===== src/rtl/mult_div_ctrl.sv =====
// Multicycle MIPS-style mult/div sequencer: shift-add multiply / restoring divide on one shared adder.
// Optional build macro MULT_DIV_UNSIGNED_EN lets is_unsigned select multu/divu.
module mult_div_ctrl #(
  parameter int WIDTH = 32
) (
  input  logic             clock,
  input  logic             reset,
  input  logic             start_mult,
  input  logic             start_div,
  input  logic             is_unsigned,
  input  logic [WIDTH-1:0] a,
  input  logic [WIDTH-1:0] b,
  output logic [WIDTH-1:0] hi,
  output logic [WIDTH-1:0] lo,
  output logic             busy,
  output logic             done,
  output logic             div_zero
);
  localparam int CW = (WIDTH > 1) ? $clog2(WIDTH) : 1;

  typedef enum logic [2:0] {S_IDLE, S_MULT, S_DIV, S_FIX, S_DONE} state_e;

  state_e           state_q, state_d;
  logic [CW-1:0]    cnt_q, cnt_d;
  logic [WIDTH-1:0] acc_q, acc_d, q_q, q_d, m_q, m_d, hi_q, hi_d, lo_q, lo_d;
  logic             is_div_q, is_div_d, neg_hi_q, neg_hi_d, neg_lo_q, neg_lo_d, dz_q, dz_d;

  logic uns;
`ifdef MULT_DIV_UNSIGNED_EN
  assign uns = is_unsigned;
`else
  logic unused_is_unsigned;
  assign uns = 1'b0;
  assign unused_is_unsigned = is_unsigned;
`endif

  logic             sa, sb;
  logic [WIDTH-1:0] mag_a, mag_b;
  assign sa    = a[WIDTH-1] & ~uns;
  assign sb    = b[WIDTH-1] & ~uns;
  assign mag_a = sa ? -a : a;
  assign mag_b = sb ? -b : b;

  // One adder: adds the multiplicand in MULT, subtracts the divisor (borrow in MSB) in DIV.
  logic [WIDTH:0]   rem_sh;
  logic [WIDTH+1:0] add_a, add_b, sum;
  logic             add_cin;
  assign rem_sh = {acc_q, q_q[WIDTH-1]};

  always_comb begin
    add_a   = {2'b00, acc_q};
    add_b   = {2'b00, (q_q[0] ? m_q : {WIDTH{1'b0}})};
    add_cin = 1'b0;
    if (state_q == S_DIV) begin
      add_a   = {1'b0, rem_sh};
      add_b   = ~{2'b00, m_q};
      add_cin = 1'b1;
    end
    sum = add_a + add_b + {{(WIDTH+1){1'b0}}, add_cin};
  end

  logic [2*WIDTH-1:0] prod, prod_neg;
  assign prod     = {acc_q, q_q};
  assign prod_neg = -prod;

  always_comb begin
    state_d  = state_q;
    cnt_d    = cnt_q;
    acc_d    = acc_q;
    q_d      = q_q;
    m_d      = m_q;
    hi_d     = hi_q;
    lo_d     = lo_q;
    is_div_d = is_div_q;
    neg_hi_d = neg_hi_q;
    neg_lo_d = neg_lo_q;
    dz_d     = dz_q;
    case (state_q)
      S_IDLE: if (start_mult || start_div) begin
        cnt_d = CW'(WIDTH-1);
        acc_d = '0;
        dz_d  = 1'b0;
        if (start_mult) begin
          is_div_d = 1'b0;
          m_d      = mag_a;
          q_d      = mag_b;
          neg_hi_d = sa ^ sb;
          neg_lo_d = sa ^ sb;
          state_d  = S_MULT;
        end else begin
          is_div_d = 1'b1;
          m_d      = mag_b;
          q_d      = mag_a;
          neg_hi_d = sa;
          neg_lo_d = sa ^ sb;
          if (b == '0) begin
            dz_d    = 1'b1;
            state_d = S_DONE;
          end else begin
            state_d = S_DIV;
          end
        end
      end
      S_MULT: begin
        acc_d = sum[WIDTH:1];
        q_d   = {sum[0], q_q[WIDTH-1:1]};
        cnt_d = cnt_q - 1'b1;
        if (cnt_q == '0) state_d = S_FIX;
      end
      S_DIV: begin
        if (!sum[WIDTH+1]) begin
          acc_d = sum[WIDTH-1:0];
          q_d   = {q_q[WIDTH-2:0], 1'b1};
        end else begin
          acc_d = rem_sh[WIDTH-1:0];
          q_d   = {q_q[WIDTH-2:0], 1'b0};
        end
        cnt_d = cnt_q - 1'b1;
        if (cnt_q == '0) state_d = S_FIX;
      end
      S_FIX: begin
        if (is_div_q) begin
          hi_d = neg_hi_q ? -acc_q : acc_q;
          lo_d = neg_lo_q ? -q_q : q_q;
        end else begin
          {hi_d, lo_d} = neg_hi_q ? prod_neg : prod;
        end
        state_d = S_DONE;
      end
      S_DONE:  state_d = S_IDLE;
      default: state_d = S_IDLE;
    endcase
  end

  always_ff @(posedge clock) begin
    if (reset) begin
      state_q  <= S_IDLE;
      cnt_q    <= '0;
      acc_q    <= '0;
      q_q      <= '0;
      m_q      <= '0;
      hi_q     <= '0;
      lo_q     <= '0;
      is_div_q <= 1'b0;
      neg_hi_q <= 1'b0;
      neg_lo_q <= 1'b0;
      dz_q     <= 1'b0;
    end else begin
      state_q  <= state_d;
      cnt_q    <= cnt_d;
      acc_q    <= acc_d;
      q_q      <= q_d;
      m_q      <= m_d;
      hi_q     <= hi_d;
      lo_q     <= lo_d;
      is_div_q <= is_div_d;
      neg_hi_q <= neg_hi_d;
      neg_lo_q <= neg_lo_d;
      dz_q     <= dz_d;
    end
  end

  assign hi       = hi_q;
  assign lo       = lo_q;
  assign busy     = (state_q != S_IDLE);
  assign done     = (state_q == S_DONE);
  assign div_zero = dz_q;
endmodule


===== config.mk =====
export PLATFORM = sky130hd
export DESIGN_NAME = mult_div_ctrl
export DESIGN_NICKNAME = d
export VERILOG_FILES = /design/src/rtl/mult_div_ctrl.sv
export SDC_FILE = /design/constraint.sdc
export NUM_CORES = 1
export LEC_CHECK = 0
export ABC_CLOCK_PERIOD_IN_PS = 4800
export CORE_MARGIN = 10
export CORE_UTILIZATION = 40
export DETAILED_ROUTE_END_ITERATION = 16
export MAX_ROUTING_LAYER = met4
export PLACE_DENSITY = 0.71
export SKIP_LAST_GASP = 1
export SLEW_MARGIN = 20
export SYNTH_ARGS = -nofsm -noshare
export SYNTH_HDL_FRONTEND = slang
export SYNTH_SLANG_ARGS = --single-unit

===== constraint.sdc =====
create_clock -name clock -period 4.8 [get_ports clock]
set_input_delay 0.72 -clock clock [delete_from_list [all_inputs] [get_ports clock]]
set_output_delay 0.72 -clock clock [all_outputs]
set_load 0.03 [all_outputs]

==> impl_metrics.json <==
{
  "crit_type": "register to register",
  "cp_slowest_stage_delay_ns": 0.56,
  "vias": 12779,
  "avgRoutedWirePerCell_um": 19.27,
  "crit_top_cell": "nand2_1",
  "fp.dieH_um": 197,
  "finalWorstSetupSlack_ns": 0.3893,
  "drive_gt1_frac": 0.06813,
  "relSlewSlack": 0.2729,
  "path_cells": "nand2_1 -> nor2_4 -> buf_4 -> nand2_1 -> nand2_1 -> ha_1 -> a21oi_1 -> nand2_1 -> o21ai_0 -> a31oi_1 -> a21oi_1 -> o31a_1 -> buf_12 -> mux2_2 -> a222oi_1 -> nor2_1",
  "synth_top_cell_by_area": "dfxtp_1",
  "hp-class": "register to register",
  "min_period_ns": 4.411,
  "clockRootBuffer": "clkbuf_16",
  "grt_overflow": 0,
  "drc": 0,
  "hpwlAfterDp_um": 31270,
  "final_common_cell": "nor2_1",
  "startpoint_type": "register",
  "irDropWorstVdd_mv": 0.2578,
  "fillers": 3021,
  "p_int_mw": 3.158,
  "fin_worst_skew_ns": 0.009819,
  "power_frac_comb": 0.337,
  "final_max_slew_viol_count": 0,
  "required_ns": 5.09,
  "tightest_slew_ns": 1.088,
  "globalplace.congestion": 0.9485,
  "switching_share": 0.3788,
  "p_switching_mw": 1.926,
  "synth_top_area_share": 0.2748,
  "cts_tree": "yes",
  "path_delay_family": "compound AO/OA/AOI/OAI gates",
  "end_kind": "register",
  "slowest_stage": "dfxtp_1",
  "hold_end": "m_q[31]$_SDFFE_PP0P_",
  "vias_per_cell": 6.005,
  "start_util": 0.4076,
  "status": "finished clean",
  "p_leak_nw": 5.459,
  "cts_hold_buffers": 0,
  "ys_ff_latch": 172,
  "rr_worst_depth": 16,
  "netlist_instances": 1679,
  "post-route-util": 0.4797,
  "reg2reg_from": "state_q[1]$_SDFFE_PP0P_",
  "routed_wl_um": 41010,
  "drv_cap": 0,
  "core_area_um2": 30750,
  "first_global_vias": 11527,
  "nNetsFinal": 1827,
  "pwr-share-clk": 0.310,
  "ant_nets": 0,
  "dp_slack_ns": 0.4274,
  "area_delta_synth_final_pct": 17.71,
  "arrival_ns": 4.70,
  "dieArea_um2": 38810,
  "min-delay-start": "m_q[31]$_SDFFE_PP0P_",
  "synth.avg_cell_area_um2": 7.464,
  "grt_start_max_net_pins": 72,
  "final_cell_mix": "nor2_1, nand2_1, dfxtp_1, clkdlybuf4s50_1, o21ai_0",
  "yosys-top-cells-area": "dfxtp_1, nor2_1, nand2_1",
  "worstPathMaxFanout": 55,
  "synth-seq-area-share": 0.2748,
  "row_count": 64,
  "port-buffer-count": 134,
  "pwr-share-seq": 0.352,
  "chipWidth_um": 197,
  "yosysUniqueCellTypes": 69,
  "initialDrtViolationCount": 1506,
  "h-tree-depth": 4,
  "pin_count": 136,
  "regToRegEndpoint": "acc_q[18]$_SDFFE_PP0P_",
  "finalSetupViolations": 0,
  "yosys_warnings": 0,
  "clockBufferDepth": 2,
  "ys.flop_type": "dfxtp_1",
  "antenna_cells": 0,
  "grt_setup_unrepaired": "no",
  "grt_antenna_before_repair": 0,
  "final-hold-violation-count": 0,
  "timing.reg2reg.setup_slack_ns": 0.39,
  "drt-pass1-iter-count": 6,
  "fin_crit_sh": 0.9189,
  "clock-sinks": 172,
  "path_clk_slew_ns": 0.07,
  "synth_area_um2": 12530,
  "fin_setup_tns_ns": 0,
  "max_freq_mhz": 226.7,
  "critPathBufInv": 2,
  "holdPathStages": 2,
  "syn_nets": 1787,
  "grt.total_usage": 0.2096,
  "power_density_nw_per_um2": 344.7,
  "numCtsBuffers": 17,
  "insertion_delay_ns": 0.44,
  "async_flop_share": 0,
  "synth-edff-count": 0,
  "grt_pass1_wl_um": 64010
}
==> logic make-up (layout without fill, tap and decap cells) <==
logic type | count (synthesis) | in the layout | synth area share
DFF | 172 | 172 | 0.2748
AOI/OAI and AO/OA | 553 | 553 | 0.3039
buffers and inverters | 176 | 229 | 0.05401
and+or+nand+nor | 567 | 567 | 0.2021
xor gates and xnor gates | 141 | 141 | 0.09854
adders and majority gates | 39 | 39 | 0.04014
muxes | 31 | 31 | 0.02656
==> worst max path at each step <==
stage	endpoint	depth (start not counted)	slack, ns	from
after floorplan	acc_q[10]$_SDFFE_PP0P_	20	0.52	state_q[1]$_SDFFE_PP0P_
after global placement	acc_q[21]$_SDFFE_PP0P_	18	0.44	state_q[0]$_SDFFE_PP0P_
after detailed placement	acc_q[18]$_SDFFE_PP0P_	19	0.43	state_q[0]$_SDFFE_PP0P_
after CTS	acc_q[18]$_SDFFE_PP0P_	19	0.39	state_q[0]$_SDFFE_PP0P_
after global routing	acc_q[2]$_SDFFE_PP0P_	16	0.003	state_q[1]$_SDFFE_PP0P_
final	acc_q[18]$_SDFFE_PP0P_	16	0.39	state_q[1]$_SDFFE_PP0P_
==> synthesized netlist by cell type, drive strengths merged (6+ instances only) <==
| cell | count |
|---|---|
| a211oi | 84 |
| a21o | 20 |
| a21oi | 105 |
| a221oi | 50 |
| a222oi | 19 |
| a22oi | 9 |
| a311oi | 7 |
| a31oi | 16 |
| and2 | 6 |
| buf | 24 |
| clkbuf | 118 |
| dfxtp | 172 |
| ha | 37 |
| inv | 33 |
| mux2 | 18 |
| mux2i | 13 |
| nand2 | 207 |
| nand2b | 7 |
| nand3 | 19 |
| nand4 | 17 |
| nor2 | 214 |
| nor3 | 24 |
| nor4 | 11 |
| o211ai | 13 |
| o21a | 8 |
| o21ai | 130 |
| o221a | 8 |
| o31ai | 33 |
| o41ai | 18 |
| or2 | 6 |
| or3 | 26 |
| or4 | 15 |
| xnor2 | 64 |
| xor2 | 77 |
==> final cells by class <==
class / instances / area, um^2 / area share
Clock buffer: 18 / 429.2 / 0.02909
Timing Repair Buffer: 163 / 1577 / 0.1069
Inverter: 34 / 127.6 / 0.008651
Clock inverter: 14 / 227.7 / 0.01544
Tap cell: 396 / 495.5 / 0.03359
Multi-Input combinational cell: 1331 / 8451 / 0.5729
Sequential cell: 172 / 3445 / 0.2335
==> per-layer routing <==
layer,GRT usage,vias to the layer above,wire (um)
li1,-,6243,-
met1,0.2902,5901,19090
met2,0.3004,578,17190
met3,0.03816,57,3629
met4,0.06836,0,1098
met5,-,-,0
==> timing repair <==
action                     4_1_cts  5_1_grt
buffers inserted                 0        0
resized for setup                0        2
setup endpoints to repair        0       21
==> per-stage QoR <==
| step | power (mW) | hold slack [ns] | cells | area [um^2] |
|---|---|---|---|---|
| floorplan | 2.950 | 0.4420 | 1679 | 12530 |
| CTS | 5.056 | 0.4725 | 2128 | 14750 |
| global route | 5.333 | 0.4872 | 2128 | 14750 |
| finish | 5.084 | 0.4711 | 2128 | 14750 |
| global placement | 3.460 | 0.4502 | 2096 | 14090 |
| detailed placement | 3.496 | 0.4626 | 2096 | 14090 |
==> worst reg2reg max path: stages (launching register included) <==
cell	delay, ns
dfxtp_1	0.56
nand2_1	0.19
nor2_4	0.16
buf_4	0.49
nand2_1	0.14
nand2_1	0.09
ha_1	0.29
a21oi_1	0.22
nand2_1	0.08
o21ai_0	0.37
a31oi_1	0.25
a21oi_1	0.29
o31a_1	0.22
buf_12	0.23
mux2_2	0.37
a222oi_1	0.26
nor2_1	0.08
==> sequential cells by signal (all words and copies together) (netlist names) <==
register	flops
acc_q	32
hi	32
lo	32
m_q	32
q_q	32
cnt_q	5
state_q	3
div_zero	1
is_div_q	1
neg_hi_q	1
neg_lo_q	1
==> power groups by stage <==
stage               clock, mW  combinational (mW)  sequential [mW]
global placement            0                1.65             1.81
global route             1.64                1.88             1.81
finish                   1.58                1.72             1.79
detailed placement          0                1.68             1.81
CTS                      1.58                1.69             1.78
floorplan                   0                1.18             1.77
(Power assumes the default switching activity.)
==> edit 1 (same flow settings) <==
Encoding of `state_e`: now one-hot (5 bits for 5 states).
--- a/src/rtl/mult_div_ctrl.sv
+++ b/src/rtl/mult_div_ctrl.sv
@@ -18,7 +18,7 @@
 );
   localparam int CW = (WIDTH > 1) ? $clog2(WIDTH) : 1;
 
-  typedef enum logic [2:0] {S_IDLE, S_MULT, S_DIV, S_FIX, S_DONE} state_e;
+  typedef enum logic [4:0] {S_IDLE = 5'b00001, S_MULT = 5'b00010, S_DIV = 5'b00100, S_FIX = 5'b01000, S_DONE = 5'b10000} state_e;
 
   state_e           state_q, state_d;
   logic [CW-1:0]    cnt_q, cnt_d;
Formal check against the unedited RTL: no difference found for any inputs over 10 cycles, from zero or initial values and one cycle with reset high; not proved beyond that.
==> edit 1 against the unedited design <==
  * Worst setup slack lost 59 ps
  * Clock power down 8%
  * Routed wire length grew 1.9%
  * Cell count up 1.7%
  * Power grew 35%
  * Die area fell by 0.53%
  * Sequential cell count is 2 higher
  * Area after synthesis down 0.59%
  * Cell area is 1.2% higher
  * Largest cell class unchanged
==> edit 1: results <==
set metrics [dict create \
    dp_hpwl_um 32090 \
    skew_ps 10.90 \
    grt_pass1_vias 11670 \
    grt_first_pass_wirelength_um 65530 \
    synthXorXnorAreaFrac 0.1048 \
    grtUsageTotal 0.2141 \
    wl_per_cell_um 19.31 \
    synth_mux_area_frac 0.006629 \
    met2_usage 0.3095 \
    ir_drop_mv 0.2332 \
    yosysMostFrequentCell "nand2_1" \
    tightestPinTransition_ps 1048 \
    holdWs_ps 461.1 \
    layout.nets 1866 \
    hold-path-endpoint "hi[31]" \
    arrival_ps 4750 \
    drt_wl_total_um 41800 \
    grtUsageMet1 0.2978 \
    dpl_cell_area_um2 14290 \
    ys_seq_area_frac 0.2796 \
    route.met3.wl_um 3298 \
    p_leak_nw 5.379 \
    cp_slowest_cell "fa_1" \
    first_iter_violations 1198 \
    regToRegSetupSlack_ps 330 \
    rr_worst_depth 20 \
    gp_congestion 0.9618 \
    status "finished clean" \
    gr-usage-met3 0.04158 \
    synth_fa_ha_area_frac 0.04138 \
    synthTopCellsByArea "dfxtp_1, nand2_1, nor2_1, xor2_1, a211oi_1" \
    placed_cells 2134 \
    avgSynthCellArea_um2 7.380 \
    via_per_inst 5.883 \
    r2r-end "acc_q[31]" \
    routed-wl-met2_um 17900 \
]
==> edit 1: cell count changes in the layout (fill, tap and decap cells not counted), moves of 8 or more <==
| cell | change |
|---|---|
| nand2_1 | +25 |
| buf_4 | +24 |
| mux2_2 | -16 |
| nor3_1 | +12 |
| a222oi_1 | +11 |
| nor2_1 | +11 |
| a21o_1 | -9 |
| a221oi_1 | -9 |
| nand4_1 | -9 |
| a31oi_1 | -8 |
| nand2b_1 | +8 |
| o221a_2 | -8 |
==> edit 1: final cells by class <==
cell class	instances	area, um^2
clock inverters	13	158.9
fillers	2990	15740
flip-flops and latches	174	3485
clock buffers	18	439.2
multi-input cells	1344	8383
well taps	396	495.5
inverters	27	101.3
repair buffers	193	1868
==> edit 1: report_power, final <==
| group | total [mW] | internal [mW] | switching (mW) |
|---|---|---|---|
| sequential | 2.21 | 1.74 | 0.467 |
| combinational | 3.20 | 1.24 | 1.95 |
| clock | 1.45 | 0.791 | 0.656 |
==> edit 2 (same settings) <==
Made on the original files. Add a define of `MULT_DIV_UNSIGNED_EN`.
--- a/src/rtl/mult_div_ctrl.sv
+++ b/src/rtl/mult_div_ctrl.sv
@@ -1,5 +1,7 @@
 // Multicycle MIPS-style mult/div sequencer: shift-add multiply / restoring divide on one shared adder.
 // Optional build macro MULT_DIV_UNSIGNED_EN lets is_unsigned select multu/divu.
+`define MULT_DIV_UNSIGNED_EN
+
 module mult_div_ctrl #(
   parameter int WIDTH = 32
 ) (
Formal check against the unedited RTL: same outputs for any inputs over 10 cycles, from zero or initial values and one cycle with reset high; that may be too few to reach the edited logic, so the function may still have changed.
==> edit 2 against the unedited design <==
  * Cell area up 1.3%
  * Clock skew up 6.2 ps
  * Die area up 2.3%
  * Worst setup slack better by 29 ps
  * Area after synthesis up 2.5%
  * Critical path depth down 2
  * Routed wire length up 9.7%
  * Sequential cell count unchanged
  * Sequential share of layout area down 0.31 points
  * Largest cell class unchanged
Power is not compared: it rests on default switching activity, and its combinational part moved more than twofold at a synthesized area within 25%.
==> edit 2: results <==
set metrics [dict create \
    route.vias.total 13510 \
    cp_slowest_cell "or2_2" \
    avgSynthCellArea_um2 7.209 \
    wl_per_cell_um 20.15 \
    dp_hpwl_um 34580 \
    pre_cts_ws_ps 484.4 \
    synth_common_cells "nor2_1, nand2_1, dfxtp_1" \
    synthDistinctLibCells 74 \
    arrival_ps 4740 \
    status "finished clean" \
    layout.nets 1926 \
    grtUsageTotal 0.2265 \
    tightestPinTransition_ps 1102 \
    ys_seq_area_frac 0.2680 \
    dpl_cell_area_um2 14370 \
    portBuffers 135 \
    gp_congestion 0.9833 \
    critPathMaxStageDelay_ps 580 \
    first_iter_violations 1520 \
    syn-num-nets 1890 \
    skew_ps 16.07 \
    layout-drive-gt1-share 0.05407 \
    grt_max_degree 65 \
    grt_pass1_vias 12250 \
    synthTopCellsByArea "dfxtp_1, nor2_1, nand2_1, a211oi_1, xnor2_1" \
    drtPass1Iterations 5 \
    worstPathMaxFanout 30 \
    placed_cells 2201 \
    via_per_inst 6.049 \
]
## edit 2: final timing paths
check	slack [ps]	end	start	cells past startpoint
worst max register to register	420	acc_q[4]	state_q[1]	14
worst max-delay path	420	acc_q[4]	state_q[1]	14
worst min-delay path	470	lo[0]	lo[0]	2
worst min register to register	470	lo[0]	lo[0]	2
## edit 2: layout make-up
cell class / instances / area (um^2)
timing repair buffer: 164 / 1574
tap: 402 / 503.0
fill: 3117 / 16690
clock buffer: 17 / 425.4
sequential: 172 / 3443
inverter: 39 / 146.4
clock inverter: 15 / 145.1
multi-input combinational: 1424 / 8705
## edit 2: cells by family after synthesis
family,synth area share
compound gates,0.2886
flops,0.2680
buf+inv,0.05746
mux,0.01412
simple gates,0.2393
fa+ha+maj,0.03915
xor+xnor,0.09340
## edit 2: metal layers
| metal | vias to the layer above | track usage | share of wire |
|---|---|---|---|
| met5 | - | - | 0 |
| met4 | 0 | 0.06471 | 0.020 |
| met3 | 60 | 0.03162 | 0.085 |
| met2 | 608 | 0.3311 | 0.43 |
| met1 | 6304 | 0.3173 | 0.46 |
| li1 | 6536 | - | - |
## edit 2: power by group
part | internal, mW | switching, mW | total (mW)
Sequential | 1.80 | 0.600 | 2.40
Combinational | 1.69 | 2.98 | 4.67
Clock | 0.692 | 0.695 | 1.39
## edit 2: tightest hold or removal path, cell delays in order (launching register included)
cell     delay [ps]
dfxtp_1         320
nand2_1          50
a21oi_1          50
